===== src/rtl/dmem_arbiter_pkg.sv =====
// Shared types and constants for the data-memory arbiter (core MEM stage vs debug port).
package dmem_arb_pkg;

  localparam int DATA_W     = 32;
  localparam int BE_W       = 4;
  localparam int MAX_AW     = 32;
  localparam int STARVE_W   = 4;
  localparam int LOCK_CNT_W = 8;

  localparam logic OWN_CORE = 1'b0;
  localparam logic OWN_DBG  = 1'b1;

  typedef enum logic {
    S_NORM = 1'b0,
    S_LOCK = 1'b1
  } arb_state_t;

  // Address is carried at the widest supported width and narrowed at the memory port.
  typedef struct packed {
    logic              we;
    logic [BE_W-1:0]   be;
    logic [MAX_AW-1:0] addr;
    logic [DATA_W-1:0] wdata;
  } mem_req_t;

endpackage


===== src/rtl/dmem_arbiter_if.sv =====
// Core, debug and memory-side signals of the data-memory arbiter, bundled for port hookup.
interface dmem_arbiter_if #(
  parameter int AW = 10
);
  logic          core_req;
  logic          core_we;
  logic [3:0]    core_be;
  logic [AW-1:0] core_addr;
  logic [31:0]   core_wdata;
  logic          core_gnt;
  logic          core_rvalid;
  logic [31:0]   core_rdata;
  logic          core_stall;

  logic          dbg_req;
  logic          dbg_we;
  logic [3:0]    dbg_be;
  logic [AW-1:0] dbg_addr;
  logic [31:0]   dbg_wdata;
  logic          dbg_lock;
  logic          dbg_gnt;
  logic          dbg_rvalid;
  logic [31:0]   dbg_rdata;

  logic          mem_en;
  logic          mem_we;
  logic [3:0]    mem_be;
  logic [AW-1:0] mem_addr;
  logic [31:0]   mem_wdata;
  logic [31:0]   mem_rdata;

  // Environment side: requesters and the memory itself.
  modport master (
    output core_req, core_we, core_be, core_addr, core_wdata,
    input  core_gnt, core_rvalid, core_rdata, core_stall,
    output dbg_req, dbg_we, dbg_be, dbg_addr, dbg_wdata, dbg_lock,
    input  dbg_gnt, dbg_rvalid, dbg_rdata,
    input  mem_en, mem_we, mem_be, mem_addr, mem_wdata,
    output mem_rdata
  );

  modport slave (
    input  core_req, core_we, core_be, core_addr, core_wdata,
    output core_gnt, core_rvalid, core_rdata, core_stall,
    input  dbg_req, dbg_we, dbg_be, dbg_addr, dbg_wdata, dbg_lock,
    output dbg_gnt, dbg_rvalid, dbg_rdata,
    output mem_en, mem_we, mem_be, mem_addr, mem_wdata,
    input  mem_rdata
  );

endinterface


===== src/rtl/dmem_arbiter_starve_ctr.sv =====
// Saturating debug-starvation counter: counts denied debug cycles, clears on grant or idle.
module dmem_arb_starve_ctr
  import dmem_arb_pkg::*;
#(
  parameter int LIMIT = 4
) (
  input  logic                clock,
  input  logic                reset,
  input  logic                inc,
  input  logic                clr,
  output logic [STARVE_W-1:0] cnt
);

  always_ff @(posedge clock) begin
    if (!reset) begin
      cnt <= '0;
    end else if (clr) begin
      cnt <= '0;
    end else if (inc && (cnt != STARVE_W'(LIMIT))) begin
      cnt <= cnt + STARVE_W'(1);
    end
  end

endmodule


===== src/rtl/dmem_arbiter.sv =====
// Single-port data-memory arbiter: core priority, starvation escape and lockable debug RMW.
// Optional performance counters are built when DMEM_ARB_PERF_EN is defined.
module dmem_arbiter
  import dmem_arb_pkg::*;
#(
  parameter int AW           = 10,
  parameter int STARVE_LIMIT = 4,
  parameter int LOCK_MAX     = 16
) (
  input  logic         clock,
  input  logic         reset,
  dmem_arbiter_if.slave bus
`ifdef DMEM_ARB_PERF_EN
  ,
  output logic [31:0]  perf_core_stall_cnt,
  output logic [31:0]  perf_dbg_grant_cnt,
  output logic [15:0]  perf_forced_release_cnt
`endif
);

  arb_state_t            state_p0, state_nxt;
  logic [LOCK_CNT_W-1:0] lock_cnt_p0;
  logic [STARVE_W-1:0]   starve_cnt;
  logic                  starved, lock_expired;
  logic                  core_gnt, dbg_gnt;
  logic                  rd_pend_p0, rd_owner_p0;
  logic [DATA_W-1:0]     core_rdata_p0, dbg_rdata_p0;
  logic                  core_rvalid, dbg_rvalid;
  mem_req_t              core_r, dbg_r, sel_r;

  assign starved      = (starve_cnt == STARVE_W'(STARVE_LIMIT));
  assign lock_expired = (lock_cnt_p0 == LOCK_CNT_W'(LOCK_MAX - 1));

  dmem_arb_starve_ctr #(.LIMIT(STARVE_LIMIT)) u_starve (
    .clock (clock),
    .reset (reset),
    .inc   (bus.dbg_req & ~dbg_gnt),
    .clr   (dbg_gnt | ~bus.dbg_req),
    .cnt   (starve_cnt)
  );

  always_ff @(posedge clock) begin
    if (!reset) begin
      state_p0    <= S_NORM;
      lock_cnt_p0 <= '0;
    end else begin
      state_p0    <= state_nxt;
      lock_cnt_p0 <= (state_p0 == S_LOCK) ? lock_cnt_p0 + LOCK_CNT_W'(1) : '0;
    end
  end

  always_comb begin
    state_nxt = state_p0;
    case (state_p0)
      S_NORM: if (dbg_gnt && bus.dbg_lock) state_nxt = S_LOCK;
      S_LOCK: if (lock_expired || (dbg_gnt && !bus.dbg_lock) ||
                  (!bus.dbg_req && !bus.dbg_lock)) state_nxt = S_NORM;
      default: state_nxt = S_NORM;
    endcase
  end

  // In the forced-release cycle the core overrides a still-requesting debug port.
  always_comb begin
    core_gnt = 1'b0;
    dbg_gnt  = 1'b0;
    if (reset) begin
      case (state_p0)
        S_NORM: begin
          if (bus.dbg_req && starved) dbg_gnt  = 1'b1;
          else if (bus.core_req)      core_gnt = 1'b1;
          else if (bus.dbg_req)       dbg_gnt  = 1'b1;
        end
        S_LOCK: begin
          if (lock_expired) begin
            if (bus.core_req)      core_gnt = 1'b1;
            else if (bus.dbg_req)  dbg_gnt  = 1'b1;
          end else begin
            if (bus.dbg_req)       dbg_gnt  = 1'b1;
            else if (bus.core_req) core_gnt = 1'b1;
          end
        end
        default: ;
      endcase
    end
  end

  assign core_r = '{we: bus.core_we, be: bus.core_be,
                    addr: MAX_AW'(bus.core_addr), wdata: bus.core_wdata};
  assign dbg_r  = '{we: bus.dbg_we, be: bus.dbg_be,
                    addr: MAX_AW'(bus.dbg_addr), wdata: bus.dbg_wdata};
  assign sel_r  = dbg_gnt ? dbg_r : core_r;

  assign bus.core_gnt   = core_gnt;
  assign bus.dbg_gnt    = dbg_gnt;
  assign bus.core_stall = reset & bus.core_req & ~core_gnt;
  assign bus.mem_en     = core_gnt | dbg_gnt;
  assign bus.mem_we     = (core_gnt | dbg_gnt) & sel_r.we;
  assign bus.mem_be     = sel_r.be;
  assign bus.mem_addr   = AW'(sel_r.addr);
  assign bus.mem_wdata  = sel_r.wdata;

  // Read return stage: one cycle behind the grant, matching the memory's registered output.
  always_ff @(posedge clock) begin
    if (!reset) begin
      rd_pend_p0    <= 1'b0;
      rd_owner_p0   <= OWN_CORE;
      core_rdata_p0 <= '0;
      dbg_rdata_p0  <= '0;
    end else begin
      rd_pend_p0  <= (core_gnt & ~bus.core_we) | (dbg_gnt & ~bus.dbg_we);
      rd_owner_p0 <= dbg_gnt ? OWN_DBG : OWN_CORE;
      if (core_rvalid) core_rdata_p0 <= bus.mem_rdata;
      if (dbg_rvalid)  dbg_rdata_p0  <= bus.mem_rdata;
    end
  end

  assign core_rvalid     = reset & rd_pend_p0 & (rd_owner_p0 == OWN_CORE);
  assign dbg_rvalid      = reset & rd_pend_p0 & (rd_owner_p0 == OWN_DBG);
  assign bus.core_rvalid = core_rvalid;
  assign bus.dbg_rvalid  = dbg_rvalid;
  assign bus.core_rdata  = core_rvalid ? bus.mem_rdata : core_rdata_p0;
  assign bus.dbg_rdata   = dbg_rvalid  ? bus.mem_rdata : dbg_rdata_p0;

`ifdef DMEM_ARB_PERF_EN
  always_ff @(posedge clock) begin
    if (!reset) begin
      perf_core_stall_cnt     <= '0;
      perf_dbg_grant_cnt      <= '0;
      perf_forced_release_cnt <= '0;
    end else begin
      if (bus.core_req && !core_gnt) perf_core_stall_cnt <= perf_core_stall_cnt + 32'd1;
      if (dbg_gnt)                   perf_dbg_grant_cnt  <= perf_dbg_grant_cnt + 32'd1;
      if ((state_p0 == S_LOCK) && lock_expired)
        perf_forced_release_cnt <= perf_forced_release_cnt + 16'd1;
    end
  end
`endif

endmodule


===== src/flat_wrapper.sv =====
// flat-port wrapper written by rule: the top's interface ports become plain ports
module dmem_arbiter_flat import dmem_arb_pkg::*;
#(
  parameter int AW           = 10,
  parameter int STARVE_LIMIT = 4,
  parameter int LOCK_MAX     = 16
)
  (clock, reset, bus_core_req, bus_core_we, bus_core_be, bus_core_addr, bus_core_wdata, bus_core_gnt, bus_core_rvalid, bus_core_rdata, bus_core_stall, bus_dbg_req, bus_dbg_we, bus_dbg_be, bus_dbg_addr, bus_dbg_wdata, bus_dbg_lock, bus_dbg_gnt, bus_dbg_rvalid, bus_dbg_rdata, bus_mem_en, bus_mem_we, bus_mem_be, bus_mem_addr, bus_mem_wdata, bus_mem_rdata);
  dmem_arbiter_if #(.AW(AW)) bus_i ();
  input  logic clock;
  input  logic reset;
  input wire logic [$bits(bus_i.core_req)-1:0] bus_core_req;
  input wire logic [$bits(bus_i.core_we)-1:0] bus_core_we;
  input wire logic [$bits(bus_i.core_be)-1:0] bus_core_be;
  input wire logic [$bits(bus_i.core_addr)-1:0] bus_core_addr;
  input wire logic [$bits(bus_i.core_wdata)-1:0] bus_core_wdata;
  output wire logic [$bits(bus_i.core_gnt)-1:0] bus_core_gnt;
  output wire logic [$bits(bus_i.core_rvalid)-1:0] bus_core_rvalid;
  output wire logic [$bits(bus_i.core_rdata)-1:0] bus_core_rdata;
  output wire logic [$bits(bus_i.core_stall)-1:0] bus_core_stall;
  input wire logic [$bits(bus_i.dbg_req)-1:0] bus_dbg_req;
  input wire logic [$bits(bus_i.dbg_we)-1:0] bus_dbg_we;
  input wire logic [$bits(bus_i.dbg_be)-1:0] bus_dbg_be;
  input wire logic [$bits(bus_i.dbg_addr)-1:0] bus_dbg_addr;
  input wire logic [$bits(bus_i.dbg_wdata)-1:0] bus_dbg_wdata;
  input wire logic [$bits(bus_i.dbg_lock)-1:0] bus_dbg_lock;
  output wire logic [$bits(bus_i.dbg_gnt)-1:0] bus_dbg_gnt;
  output wire logic [$bits(bus_i.dbg_rvalid)-1:0] bus_dbg_rvalid;
  output wire logic [$bits(bus_i.dbg_rdata)-1:0] bus_dbg_rdata;
  output wire logic [$bits(bus_i.mem_en)-1:0] bus_mem_en;
  output wire logic [$bits(bus_i.mem_we)-1:0] bus_mem_we;
  output wire logic [$bits(bus_i.mem_be)-1:0] bus_mem_be;
  output wire logic [$bits(bus_i.mem_addr)-1:0] bus_mem_addr;
  output wire logic [$bits(bus_i.mem_wdata)-1:0] bus_mem_wdata;
  input wire logic [$bits(bus_i.mem_rdata)-1:0] bus_mem_rdata;
  assign bus_i.core_req = bus_core_req;
  assign bus_i.core_we = bus_core_we;
  assign bus_i.core_be = bus_core_be;
  assign bus_i.core_addr = bus_core_addr;
  assign bus_i.core_wdata = bus_core_wdata;
  assign bus_core_gnt = bus_i.core_gnt;
  assign bus_core_rvalid = bus_i.core_rvalid;
  assign bus_core_rdata = bus_i.core_rdata;
  assign bus_core_stall = bus_i.core_stall;
  assign bus_i.dbg_req = bus_dbg_req;
  assign bus_i.dbg_we = bus_dbg_we;
  assign bus_i.dbg_be = bus_dbg_be;
  assign bus_i.dbg_addr = bus_dbg_addr;
  assign bus_i.dbg_wdata = bus_dbg_wdata;
  assign bus_i.dbg_lock = bus_dbg_lock;
  assign bus_dbg_gnt = bus_i.dbg_gnt;
  assign bus_dbg_rvalid = bus_i.dbg_rvalid;
  assign bus_dbg_rdata = bus_i.dbg_rdata;
  assign bus_mem_en = bus_i.mem_en;
  assign bus_mem_we = bus_i.mem_we;
  assign bus_mem_be = bus_i.mem_be;
  assign bus_mem_addr = bus_i.mem_addr;
  assign bus_mem_wdata = bus_i.mem_wdata;
  assign bus_i.mem_rdata = bus_mem_rdata;
  dmem_arbiter #(.AW(AW), .STARVE_LIMIT(STARVE_LIMIT), .LOCK_MAX(LOCK_MAX)) u_core (.clock(clock), .reset(reset), .bus(bus_i));
endmodule

===== config.mk =====
export PLATFORM = sky130hd
export DESIGN_NAME = dmem_arbiter_flat
export DESIGN_NICKNAME = d
export VERILOG_FILES = /design/src/rtl/dmem_arbiter_pkg.sv /design/src/rtl/dmem_arbiter_if.sv /design/src/rtl/dmem_arbiter_starve_ctr.sv /design/src/rtl/dmem_arbiter.sv /design/src/flat_wrapper.sv
export SDC_FILE = /design/constraint.sdc
export NUM_CORES = 1
export LEC_CHECK = 0
export ABC_AREA = 1
export CAP_MARGIN = 10
export CORE_MARGIN = 1
export CORE_UTILIZATION = 35
export CTS_BUF_LIST = sky130_fd_sc_hd__clkbuf_8 sky130_fd_sc_hd__clkbuf_16
export DETAILED_ROUTE_END_ITERATION = 12
export PLACE_DENSITY_LB_ADDON = 0.15
export RECOVER_POWER = 50
export SYNTH_ARGS = -nofsm -noshare
export SYNTH_HDL_FRONTEND = slang
export SYNTH_SLANG_ARGS = --single-unit

===== constraint.sdc =====
create_clock -name clock -period 1.99 [get_ports clock]
set_clock_uncertainty 0.2 [all_clocks]
set_input_delay 0.597 -clock clock [delete_from_list [all_inputs] [get_ports clock]]
set_output_delay 0.597 -clock clock [all_outputs]
set_load 0.05 [all_outputs]

==> impl_metrics.csv, run 1 <==
group,metric,value,unit
synthesis,synth-compound-area-share,15.4,%
placed_design,numPortBuffers,247,
floorplanning,dieWidth,112,um
synthesis,yosysWarnings,0,
floorplanning,start_util,36.4,%
floorplanning,row_count,39,
synthesis,synth_adder_area_share,0.892,%
cts,cts_buffer_depth,2,
floorplanning,die_y,112,um
cts,cts_made_buffers,9,
outcome,failed_stage,"global routing",
placed_design,dp_cells,1073,
outcome,outcome,"did not finish",
grt,grt_max_degree,65,
cts,cts_max_level,3,
synthesis,ys_ff_latch,79,
cts,cts-root-buf,"clkbuf_16",
sta,crit_endpoint,"bus_mem_we",
synthesis,synth_top_area_cell,"dfxtp_1",
synthesis,synth-simple-area-share,30.5,%
synthesis,synth_edf_count,0,
synthesis,synthMuxAreaShare,0,%
sta,endpoint_type,"output port",
synthesis,synth_top_flop_cell,"dfxtp_1",
synthesis,synth_area,0.00421,mm^2
placed_design,place_congestion,0.847,
synthesis,syn_inst,631,
placed_design,placed_area,0.00950,mm^2
placed_design,dpl.hpwl,13900,um
synthesis,synth-xor-area-share,0.833,%
synthesis,synth_cell_type_count,29,
synthesis,ys_seq_area_share,37.6,%
synthesis,synth_top_family_by_area,"simple AND/OR/NAND/NOR gates",
outcome,firstError,"[ERROR DPL-0038] Utilization greater than 100%, impossible to legalize",
synthesis,avgSynthCellArea,6.67,um^2
synthesis,yosysMostFrequentCell,"nand2_1",
floorplanning,ios,248,
cts,cts_sinks,79,
synthesis,synthArstFlopShare,0,%
synthesis,ys_top_cells_by_count,"nand2_1 (155), inv_1 (117), dfxtp_1 (79)",
synthesis,syn-num-nets,765,
synthesis,yosysTopAreaCellShare,37.6,%
synthesis,yosys-top-cells-area,"dfxtp_1 (38%), nand2_1 (14%), inv_1 (10%), or2_2 (9.5%), a211oi_1 (5.7%)",
[logic make-up after synthesis]
family | after synthesis
AO/OA/AOI/OAI | 110
XOR/XNOR | 4
adder cells (fa/ha/maj) | 3
buffers and inverters | 152
flip-flops | 79
AND/OR/NAND/NOR | 283
[stage by stage]
stage	utilization, %	setup WS [ns]
2_1_floorplan	-	-0.260
4_1_cts	96.4	-0.770
3_5_place_dp	82.1	-1.04
3_3_place_gp	82.1	-1.01
[repair_timing]
item                                    CTS
pin swaps                                24
hold buffers                              0
buffers inserted                         56
endpoints found under the hold margin     0
resized for setup                       234
endpoints found under the setup margin  184
gates cloned                             12
==> run 2: changes to the inputs <==
CORE_UTILIZATION = 30   (was 35)
CTS_BUF_LIST = unset   (was sky130_fd_sc_hd__clkbuf_8 sky130_fd_sc_hd__clkbuf_16)
clock period = 2.6 ns   (was 1.99 ns; I/O delays follow)
==> run 2 against run 1 <==
Net effect:
- the flow now finishes, with violations (setup timing)
- area after synthesis unchanged
- synthesized cell count did not move
==> impl_metrics.csv, run 2 <==
group,metric,value,unit
synthesis,synth_edf_count,0,
synthesis,ys_seq_area_share,37.6,%
cts,insertion_delay,0.34,ns
setup_path,critPathRequiredTime,1.62,ns
synthesis,syn_inst,631,
cts,cts_buffer_depth,2,
cts,cts_tree,"yes",
cts,cts.clk_slew.worst_paths,0.06,ns
cells_and_area,final_layout_size_suffix_gt1_share,62.0,%
sta,worst_pin_slew,1.43,ns
placed_design,placed_area,0.00861,mm^2
power_and_ir_drop,clockPowerShare,27.4,%
floorplanning,design.core.area,0.0135,mm^2
cells_and_area,fin_util,85.2,%
drt,post_drt_wl_per_cell,18.1,um
power_and_ir_drop,intPower,2.83,mW
floorplanning,dieWidth,120,um
cells_and_area,fin_cells,1231,
synthesis,synthArstFlopShare,0,%
floorplanning,ios,248,
drt,ant_nets,0,
sta,report.final.hold_viol_count,0,
synthesis,ys_ff_latch,79,
drt,vias_per_cell,4.74,
sta,tns,-28.23,ns
sta,rsz0062_at_grt,"yes",
setup_path,slowest_delay,0.37,ns
floorplanning,row_count,42,
drt,drc,0,
drt,first_pass_iters,4,
power_and_ir_drop,p_comb_share,43.5,%
synthesis,synth_top_flop_cell,"dfxtp_1",
grt,grtUsageMet2,58.2,%
cells_and_area,mostFrequentLayoutCell,"buf_4",
setup_path,cp_top_family,"simple AND/OR/NAND/NOR gates",
grt,grt_pass1_vias,6405,
power_and_ir_drop,seq_power_share,29.0,%
floorplanning,die_area,0.0145,mm^2
grt,grt_use_total,28.7,%
power_and_ir_drop,swShare,34.6,%
sta,period_needed,2.94,ns
power_and_ir_drop,finalPower,4.33,mW
cts,cts_max_level,3,
synthesis,yosysTopAreaCellShare,37.6,%
cts,cts_made_buffers,9,
synthesis,yosysWarnings,0,
grt,grt-busiest-layer,"met2",
outcome,violations,"setup timing",
placed_design,dp_cells,1101,
cells_and_area,reg_top3,"u_core.core_rdata_p0 x32, u_core.dbg_rdata_p0 x32, u_core.lock_cnt_p0 x8",
run,maxCapViolations,0,
synthesis,yosysMostFrequentCell,"nand2_1",
cts,cts_sinks,79,
setup_path,crit_path_top_delay_cell,"dfxtp_4",
drt,wl,22300,um
setup_path,cp_num_buf_inv,3,
cells_and_area,stdcell_area,0.0115,mm^2
synthesis,synth_area,0.00421,mm^2
power_and_ir_drop,powerDensity,377,mW/mm^2
setup_path,crit_arrival,1.96,ns
power_and_ir_drop,p_sw,1.50,mW
setup_path,start_kind,"flop",
placed_design,dpl.hpwl,12300,um
synthesis,syn-num-nets,765,
cts,postCtsHoldBufs,0,
cells_and_area,syn_to_final_growth,173,%
power_and_ir_drop,cellLeakagePower,5.25,nW
sta,fin_crit_sh,113,%
power_and_ir_drop,peakVddDrop,0.324,mV
synthesis,yosys-top-cells-area,"dfxtp_1 (38%), nand2_1 (14%), inv_1 (10%), or2_2 (9.5%), a211oi_1 (5.7%)",
cells_and_area,layout_common_cells,"buf_4 (136), clkdlybuf4s50_1 (126), buf_12 (98)",
placed_design,numPortBuffers,247,
synthesis,synth_cell_type_count,29,
placed_design,place_congestion,0.820,
outcome,outcome,"finished, violations left",
drt,route.vias.total,5837,
setup_path,crit_path_max_fanout,8,
setup_path,path_cells,"ha_4 -> nand3_4 -> o21bai_4 -> nand3_4 -> nand2_8 -> inv_12 -> buf_12 -> o21ai_4 -> nor2_4 -> buf_12",
worst_hold_path,hold_path.class,"flop to flop",
grt,grt-ovfl-total,0,
grt,grt_max_degree,65,
drt,drtIter0Drc,298,
sta,drv_slew,0,
cells_and_area,fill_cells,706,
synthesis,synth_top_area_cell,"dfxtp_1",
grt,use_met1,28.4,%
sta,final-setup-viol-count,117,
setup_path,end_kind,"primary output",
cts,cts-root-buf,"clkbuf_16",
floorplanning,die_y,120,um
sta,finalWorstSetupSlack,-0.343,ns
synthesis,ys_top_cells_by_count,"nand2_1 (155), inv_1 (117), dfxtp_1 (79)",
cells_and_area,antenna_cells,0,
grt,grt_pass1_wl,32100,um
cells_and_area,nets,1184,
sta,fmax,0.340,GHz
sta,relSlewSlack,4.71,%
grt,grt_antenna_before_repair,0,
setup_path,path_class,"flop to primary output",
synthesis,avgSynthCellArea,6.67,um^2
grt,grt_use_met3,5.66,%
floorplanning,start_util,31.3,%
==> run 2: tightest hold or removal path, delay by kind of cell (launching register included) <==
family	cells	cell delay, ns
simple gates	1	0.03
buf+inv	1	0.11
flops	1	0.35
==> run 2: power by group through the flow <==
stage	Combinational [mW]	Clock (mW)	Sequential, mW
finish	1.88	1.19	1.26
global route	1.95	1.24	1.26
CTS	1.78	1.19	1.25
detailed placement	1.45	0	1.28
global placement	1.44	0	1.28
floorplan	0.705	0	1.28
==> run 2: final timing paths <==
check / from / endpoint / slack (ns) / cells past startpoint
worst max register to register: u_core.u_starve.cnt[1] / u_core.u_starve.cnt[1] / 0.15 / 17
worst min-delay path: u_core.lock_cnt_p0[0] / u_core.lock_cnt_p0[0] / 0.33 / 2
worst min register to register: u_core.lock_cnt_p0[0] / u_core.lock_cnt_p0[0] / 0.33 / 2
worst max-delay path: u_core.lock_cnt_p0[1] / bus_mem_we / -0.34 / 10
==> run 2: timing repair <==
action,in CTS,in global routing
buffers inserted,84,20
cloned,18,1
pin swaps,37,24
setup endpoints to repair,117,118
gates resized for setup,381,64
==> run 2: area by class of cell <==
| type | count | area [um^2] | share of cell area, % |
|---|---|---|---|
| repair inverters | 1 | 11.3 | 0.0982 |
| flip-flops and latches | 79 | 1590 | 13.9 |
| repair buffers | 441 | 5560 | 48.5 |
| multi-input cells | 400 | 3280 | 28.6 |
| well taps | 176 | 220 | 1.92 |
| inverters | 118 | 531 | 4.63 |
| clock buffers | 10 | 229 | 2.00 |
| clock inverters | 6 | 43.8 | 0.382 |
==> run 2: stage by stage <==
stage / worst slack (ns) / hold WS (ns)
final: -0.343 / 0.334
after global routing: -0.407 / 0.347
after CTS: -0.324 / 0.319
after detailed placement: -0.739 / 0.302
after global placement: -0.731 / 0.276
after floorplan: -0.116 / 0.218
==> run 2: layer usage <==
layer	vias to the layer above	routed length, um
li1	2781	-
met1	2804	7800
met2	211	12600
met3	41	1200
met4	0	682
met5	-	0
==> run 2: logic make-up after synthesis <==
family / count (synthesis) / synth area share [%]
compound gates: 110 / 15.4
xor+xnor: 4 / 0.833
fa+ha+maj: 3 / 0.892
buf+inv: 152 / 14.7
flops: 79 / 37.6
simple gates: 283 / 30.5
Note: power is estimated with default switching activity, not from simulation.
==> run 3: changes to the inputs <==
CORE_MARGIN = 5   (was 1)
MAX_ROUTING_LAYER = met4   (was unset)
==> run 3 against run 2 <==
Net effect:
- the run still ends with setup timing left
- clock power grew 18%
- sequential power is essentially flat
- utilization shrank 1.4 points
- worst hold slack lost 0.0094 ns
- sequential share of layout area shrank 0.17 points
- critical path type unchanged
- critical endpoint is now bus_mem_wdata[11]
- largest cell class unchanged
==> impl_metrics.csv, run 3 (synthesis results as in run 2) <==
group,metric,value,unit
floorplanning,die_area,0.0165,mm^2
cts,cts_tree,"yes",
drt,route.vias.total,5868,
cells_and_area,fin_cells,1230,
cells_and_area,syn_to_final_growth,176,%
sta,tns,-34.70,ns
placed_design,place_congestion,0.917,
sta,relSlewSlack,50.4,%
cells_and_area,final_layout_size_suffix_gt1_share,62.1,%
grt,grt-ovfl-total,0,
drt,vias_per_cell,4.77,
setup_path,end_kind,"primary output",
drt,drc,0,
sta,report.final.hold_viol_count,0,
sta,drv_slew,0,
setup_path,ff2ff_path_depth,16,
drt,post_drt_wl_per_cell,18.5,um
cts,insertion_delay,0.34,ns
grt,grt_pass1_wl,32800,um
cts,cts_sinks,79,
sta,finalWorstSetupSlack,-0.419,ns
setup_path,start_kind,"flop",
cts,cts-root-buf,"clkbuf_16",
worst_hold_path,hold_path.class,"flop to flop",
placed_design,placed_area,0.00868,mm^2
power_and_ir_drop,finalPower,4.54,mW
drt,first_pass_iters,4,
sta,final-setup-viol-count,119,
placed_design,place_ws,-0.763,ns
sta,holdWs,0.324,ns
floorplanning,die_y,128,um
setup_path,critPathRequiredTime,1.62,ns
drt,ant_nets,0,
setup_path,path_class,"flop to primary output",
sta,period_needed,3.02,ns
worst_hold_path,hold-path-cell-count,2,
cells_and_area,layout_common_cells,"buf_4 (124), clkdlybuf4s50_1 (106), buf_12 (102)",
placed_design,dpl.hpwl,13200,um
grt,grt_use_total,26.4,%
placed_design,numPortBuffers,247,
cells_and_area,stdcell_area,0.0116,mm^2
power_and_ir_drop,peakVddDrop,0.371,mV
sta,rsz0062_at_grt,"yes",
power_and_ir_drop,cellLeakagePower,5.38,nW
setup_path,ff2ff_setup_slack,0.10,ns
cts,cts_max_level,3,
cts,cts.clk_slew.worst_paths,0.06,ns
sta,worst_pin_slew,0.743,ns
power_and_ir_drop,powerDensity,392,mW/mm^2
outcome,violations,"setup timing",
cells_and_area,fin_util,83.8,%
cells_and_area,mostFrequentLayoutCell,"buf_4",
drt,drtIter0Drc,249,
cells_and_area,antenna_cells,0,
floorplanning,start_util,30.4,%
grt,grt_max_degree,65,
grt,grt_pass1_vias,6177,
sta,fin_crit_sh,116,%
run,maxCapViolations,0,
setup_path,crit_path_max_fanout,6,
floorplanning,row_count,43,
floorplanning,dieWidth,128,um
floorplanning,design.core.area,0.0138,mm^2
floorplanning,ios,248,
sta,fmax,0.331,GHz
cts,cts_buffer_depth,2,
outcome,outcome,"finished, violations left",
placed_design,dp_cells,1107,
cells_and_area,nets,1179,
grt,grt_antenna_before_repair,0,
cells_and_area,reg_top3,"u_core.core_rdata_p0 x32, u_core.dbg_rdata_p0 x32, u_core.lock_cnt_p0 x8",
setup_path,crit_arrival,2.04,ns
cts,cts_made_buffers,9,
cts,postCtsHoldBufs,0,
drt,wl,22700,um
## run 3: changes by cell type in the layout (fill, tap and decap cells not counted), sizes merged
cell           before  now
dlygate4sd2         2   21
inv               121  119
clkdlybuf4s50     126  106
buf               308  301
clkinv              3    4
bufinv              0    2
clkbuf             14   16
## run 3: path summary, 6_finish.rpt
path,start,endpoint
max reg2reg,u_core.rd_pend_p0,u_core.core_rdata_p0[0]
max,u_core.lock_cnt_p0[0],bus_mem_wdata[11]
min reg2reg,u_core.lock_cnt_p0[0],u_core.lock_cnt_p0[0]
min,u_core.lock_cnt_p0[0],u_core.lock_cnt_p0[0]
## run 3: power by group
part           switching, mW  internal (mW)  total, mW
Sequential            0.0125           1.24       1.26
Clock                  0.540          0.874       1.41
Combinational          0.974          0.899       1.87
Total                   1.53           3.02       4.54
## run 3: worst max-delay path: stages, from the launching register on
cell,delay [ns]
dfxtp_2,0.35
ha_4,0.15
nand3_4,0.07
o21bai_4,0.19
nand3_2,0.12
nand2_4,0.12
buf_8,0.14
clkinv_8,0.08
clkbuf_16,0.18
nand2_2,0.07
nand2_2,0.07
buf_12,0.15
## run 3: metal layers
metal / wire [um] / vias up / global-route usage [%]
li1: - / 2782 / -
met4: 618 / 0 / 8.43
met3: 1230 / 47 / 3.94
met5: 0 / - / -
met1: 7970 / 2797 / 26.8
met2: 12900 / 242 / 51.4
## run 3: what timing repair did
item                                    CTS  global route
gates resized for setup                 338           138
cloned                                   15             5
buffers inserted                         69            27
pin swaps                                36            48
endpoints found under the setup margin  117           121
## run 3: cell type report
type                            count  area, um^2
Timing Repair Buffer              435        5420
Multi-Input combinational cell    400        3500
Fill cell                         743        2230
Sequential cell                    79        1590
Inverter                          118         508
Clock buffer                       10         239
Tap cell                          180         225
Clock inverter                      6        92.6
Timing Repair inverter              2        22.5
